`src/rtl/synapse_frame_loader.sv`:
```
// Serial-to-parallel ROWSxCOLS phase-word loader with a shadow register and atomic commit.
// Optional even-parity trailer bit enabled by SYNAPSE_FRAME_PARITY_EN.
module synapse_frame_loader #(
  parameter  int ROWS  = 5,
  parameter  int COLS  = 3,
  parameter  int W     = 4,
  localparam int N     = ROWS * COLS,
  localparam int TOTAL = N * W,
  localparam int EIW   = (N > 1) ? $clog2(N) : 1
) (
  input  logic             clk,
  input  logic             rst_n,
  input  logic             start,
  input  logic             bit_valid,
  input  logic             bit_in,
  output logic [0:TOTAL-1] phi_out,
  output logic             frame_done,
  output logic             busy,
  output logic [EIW-1:0]   elem_idx,
  output logic             parity_err
);

  localparam int WCW = (W > 1) ? $clog2(W) : 1;
  localparam int PW  = (TOTAL > 1) ? $clog2(TOTAL) : 1;

  typedef enum logic [1:0] {
    S_IDLE   = 2'd0,
    S_LOAD   = 2'd1,
    S_COMMIT = 2'd2
`ifdef SYNAPSE_FRAME_PARITY_EN
    ,
    S_CHECK  = 2'd3
`endif
  } state_t;

  state_t           state_q, state_d;
  logic [WCW-1:0]   wcnt_q, wcnt_d;
  logic [EIW-1:0]   elem_q, elem_d;
  logic [0:TOTAL-1] shadow_q;
  logic [0:TOTAL-1] phi_q;
  logic             done_q;
  logic             sh_we;
  logic             commit;
  logic [PW-1:0]    pos;
  logic             last_w;
  logic             last_bit;

  // Bit position inside the shadow frame, MSB of element 0 at index 0
  assign pos      = PW'(elem_q) * PW'(W) + PW'(wcnt_q);
  assign last_w   = (wcnt_q == WCW'(W - 1));
  assign last_bit = last_w && (elem_q == EIW'(N - 1));

`ifdef SYNAPSE_FRAME_PARITY_EN
  logic par_q, par_d;
  logic perr_q, perr_d;
`endif

  always_comb begin
    state_d = state_q;
    wcnt_d  = wcnt_q;
    elem_d  = elem_q;
    sh_we   = 1'b0;
    commit  = 1'b0;
`ifdef SYNAPSE_FRAME_PARITY_EN
    par_d   = par_q;
    perr_d  = 1'b0;
`endif
    unique case (state_q)
      S_IDLE: begin
        if (start) begin
          state_d = S_LOAD;
          wcnt_d  = '0;
          elem_d  = '0;
`ifdef SYNAPSE_FRAME_PARITY_EN
          par_d   = 1'b0;
`endif
        end
      end
      S_LOAD: begin
        if (start) begin
          wcnt_d = '0;
          elem_d = '0;
`ifdef SYNAPSE_FRAME_PARITY_EN
          par_d  = 1'b0;
`endif
        end else if (bit_valid) begin
          sh_we = 1'b1;
`ifdef SYNAPSE_FRAME_PARITY_EN
          par_d = par_q ^ bit_in;
`endif
          if (last_bit) begin
            wcnt_d = '0;
            elem_d = '0;
`ifdef SYNAPSE_FRAME_PARITY_EN
            state_d = S_CHECK;
`else
            state_d = S_COMMIT;
`endif
          end else if (last_w) begin
            wcnt_d = '0;
            elem_d = elem_q + 1'b1;
          end else begin
            wcnt_d = wcnt_q + 1'b1;
          end
        end
      end
`ifdef SYNAPSE_FRAME_PARITY_EN
      S_CHECK: begin
        if (start) begin
          state_d = S_LOAD;
          wcnt_d  = '0;
          elem_d  = '0;
          par_d   = 1'b0;
        end else if (bit_valid) begin
          if (par_q ^ bit_in) begin
            perr_d  = 1'b1;
            state_d = S_IDLE;
          end else begin
            state_d = S_COMMIT;
          end
        end
      end
`endif
      S_COMMIT: begin
        commit  = 1'b1;
        state_d = S_IDLE;
      end
      default: state_d = S_IDLE;
    endcase
  end

  always_ff @(posedge clk or negedge rst_n) begin
    if (!rst_n) begin
      state_q  <= S_IDLE;
      wcnt_q   <= '0;
      elem_q   <= '0;
      shadow_q <= '0;
      phi_q    <= '0;
      done_q   <= 1'b0;
    end else begin
      state_q <= state_d;
      wcnt_q  <= wcnt_d;
      elem_q  <= elem_d;
      done_q  <= commit;
      if (sh_we) shadow_q[pos] <= bit_in;
      if (commit) phi_q <= shadow_q;
    end
  end

`ifdef SYNAPSE_FRAME_PARITY_EN
  always_ff @(posedge clk or negedge rst_n) begin
    if (!rst_n) begin
      par_q  <= 1'b0;
      perr_q <= 1'b0;
    end else begin
      par_q  <= par_d;
      perr_q <= perr_d;
    end
  end
  assign parity_err = perr_q;
`else
  assign parity_err = 1'b0;
`endif

  assign phi_out    = phi_q;
  assign frame_done = done_q;
  assign busy       = (state_q != S_IDLE);
  assign elem_idx   = elem_q;

endmodule

```
`config.mk`:
```
export PLATFORM = sky130hd
export DESIGN_NAME = synapse_frame_loader
export DESIGN_NICKNAME = d
export VERILOG_FILES = /design/src/rtl/synapse_frame_loader.sv
export SDC_FILE = /design/constraint.sdc
export NUM_CORES = 1
export LEC_CHECK = 0
export BUFFER_PORTS_ARGS = -buffer_cell sky130_fd_sc_hd__buf_2
export CORE_MARGIN = 3
export CORE_UTILIZATION = 25
export DETAILED_ROUTE_END_ITERATION = 6
export MAX_ROUTING_LAYER = met4
export PLACE_DENSITY = 0.44
export SLEW_MARGIN = 30
export SYNTH_ARGS = -nofsm -noshare
export SYNTH_HDL_FRONTEND = slang
export SYNTH_SLANG_ARGS = --single-unit
```
`constraint.sdc`:
```
create_clock -name clk -period 1.75 [get_ports clk]
set_input_delay 0.35 -clock clk [delete_from_list [all_inputs] [get_ports clk]]
set_output_delay 0.35 -clock clk [all_outputs]
set_load 0.1 [all_outputs]
```
==> impl_metrics.env <==
export IMPL_outcome="finished clean"
export IMPL_wl_per_cell_um=16.1
export IMPL_fp_dieW_um=153
export IMPL_post_route_cell_area_um2=7080
export IMPL_clock_latency_ns=0.42
export IMPL_vias=3388
export IMPL_maxCapViolations=0
export IMPL_hpwlAfterDp_um=8840
export IMPL_nNetsFinal=511
export IMPL_pin_count=72
export IMPL_setup_viol=0
export IMPL_worstHoldPathType="primary input to register"
export IMPL_synth_ff_type="dfrtp_1"
export IMPL_cts_sinks=129
export IMPL_use_met1=0.149
export IMPL_drv_slew=0
export IMPL_yosysSeqAreaShare=0.595
export IMPL_synth_top_area_cell="dfrtp_1"
export IMPL_dpl_cell_area_um2=6380
export IMPL_rows=53
export IMPL_cts_path_max_buffers=2
export IMPL_endpoint_kind="register"
export IMPL_drive_gt1_frac=0.503
export IMPL_cp_max_fo=6
export IMPL_wirelength_um=12700
export IMPL_synthTopCellsByCount="129 x dfrtp_1, 81 x mux2_2, 46 x nand2_1, 39 x mux2_1, 26 x nor2_1"
export IMPL_yosys_warnings=0
export IMPL_start_kind="register"
export IMPL_antennaDiodeCount=0
export IMPL_synth_top_area_frac=0.595
export IMPL_start_util=0.257
export IMPL_ant_nets=0
export IMPL_synth_edff_count=0
export IMPL_synth_seq_cells=129
export IMPL_cts_max_level=4
export IMPL_powerDensity_nw_per_um2=945
export IMPL_post_synth_top_count_cell="dfrtp_1"
export IMPL_grt_pass1_wl_um=20300
export IMPL_grt_start_max_net_pins=61
export IMPL_rsz0062_at_grt="true"
export IMPL_drcViolationCount=0
export IMPL_tightest_slew_ns=0.571
export IMPL_final_core_util=0.335
export IMPL_die_height_um=153
export IMPL_post_cts_setup_buffer_count=0
export IMPL_avgSynthCellArea_um2=13.4
export IMPL_criticalPathCategory="register to register"
export IMPL_firstDrtPassIters=4
export IMPL_die_area_um2=23500
export IMPL_core_area_um2=21200
export IMPL_p_leak_nw=3.57
export IMPL_syn_inst=404
export IMPL_synth_area_um2=5430
export IMPL_cts_tree="yes"
export IMPL_area_delta_synth_final_pct=30.4
export IMPL_tns_ns=0
export IMPL_ir_drop_uv=727
export IMPL_cp_data_arrival_time_ns=2.00
export IMPL_max_freq_mhz=586
export IMPL_period_needed_ns=1.71
export IMPL_grt_overflow=0
export IMPL_synth_area_leaders="dfrtp_1 59%, mux2_2 17%, mux2_1 8.1%, nand2_1 3.2%, nor2_1 1.8%"
export IMPL_finalHoldViolCount=0
export IMPL_root_buffer="clkbuf_16"
export IMPL_drt_vias_per_instance=4.30
export IMPL_synthesis_nets=412
export IMPL_path_clk_slew_ns=0.06
export IMPL_use_met2=0.168
export IMPL_place_congestion=0.780
export IMPL_maxSlewHeadroom=0.619
export IMPL_ys_async_sr_fraction=1.00
export IMPL_cts_buffers_inserted=17
export IMPL_busiest_layer="met2"
export IMPL_portBuffers=70
export IMPL_grt_pass1_vias=3542
export IMPL_min_period_over_period=0.975
export IMPL_ys_types=38
export IMPL_grt_usage=0.115
export IMPL_first_iter_violations=157
export IMPL_antenna_found_initial=0
export IMPL_finClkSkew_ns=0.0161
export IMPL_cp_required_ns=2.05
export IMPL_use_met3=0.0411
-- layout by cell type (no fill, tap or decap), drive strengths merged, types with 3 or more instances in the layout --
cell,n
inv,5
nand2,46
nand4,3
nor3,3
a31oi,3
a21oi,3
mux2,120
ha,3
nor3b,3
nor4,3
clkinv,3
nor2,26
clkbuf,23
o21ai,9
buf,106
dfrtp,129
-- area by class of cell --
class / instances / area, um^2
timing repair buffer: 107 / 772
tap: 275 / 344
fill: 2097 / 14100
clock inverter: 6 / 82.6
clock buffer: 23 / 478
sequential: 129 / 3230
multi-input combinational: 243 / 2150
inverter: 5 / 18.8
-- registers in the layout, indices dropped and copies added (netlist names) --
signal	flops
shadow_q	60
phi_out	60
wcnt_q	2
frame_done	1
state_q	2
elem_idx	4
-- stage by stage --
stage | power [mW] | hold WS (ns) | instances | setup slack (ns)
after global routing | 6.98 | 0.328 | 788 | -0.0188
after detailed placement | 3.33 | 0.330 | 758 | -0.117
after floorplan | 3.18 | 0.0544 | 404 | 0.0732
after global placement | 3.32 | 0.332 | 758 | -0.0795
final | 6.69 | 0.318 | 788 | 0.0439
after CTS | 6.80 | 0.301 | 788 | -0.00497
-- what timing repair did --
action                     CTS  global route
pin swaps                    0             4
hold endpoints to repair    27             0
hold buffers                 1             0
gates resized for setup      7            34
gates cloned                 0             0
setup endpoints to repair   18            42
-- critical path: stages (launching register included) --
cell       delay, ns
dfrtp_1         0.40
nand4bb_1       0.20
buf_6           0.17
nor4b_4         0.24
buf_4           0.20
nand2_2         0.06
mux2_4          0.30
-- cells by family after synthesis --
kind of cell | Yosys count | share of synthesized area
and+or+nand+nor | 101 | 0.100
AOI/OAI and AO/OA | 18 | 0.0191
muxes | 120 | 0.249
adders and majority gates | 3 | 0.00692
buffers and inverters | 32 | 0.0295
other | 1 | 0.000691
DFF | 129 | 0.595
-- path summary, 6_finish.rpt --
check                                          from                        to  slack (ns)  cells after the start
max                          state_q[1]$_DFFE_PN0P_  shadow_q[25]$_DFFE_PN0P_        0.04                      6
min                                           start    state_q[0]$_DFFE_PN0P_        0.32                      4
max reg2reg                  state_q[1]$_DFFE_PN0P_  shadow_q[25]$_DFFE_PN0P_        0.04                      6
min reg2reg                shadow_q[22]$_DFFE_PN0P_  shadow_q[22]$_DFFE_PN0P_        0.48                      1
max in group asynchronous                     rst_n  shadow_q[34]$_DFFE_PN0P_        0.76                      3
min in group asynchronous                     rst_n    phi_out[1]$_DFFE_PN0P_        0.43                      2
-- power by group --
group	total, mW	leakage, nW	internal (mW)	switching (mW)
Combinational	0.227	1.51	0.0826	0.144
Sequential	3.06	1.78	3.02	0.0378
Clock	3.41	0.275	2.18	1.23
Total	6.69	3.57	5.28	1.41
-- metal layers --
| layer | part of all wire | routed length (um) |
|---|---|---|
| met4 | 0.013 | 167 |
| met2 | 0.45 | 5780 |
| met1 | 0.48 | 6140 |
| met3 | 0.050 | 638 |
| met5 | 0 | 0 |
Note: power is estimated with default switching activity, not from simulation.
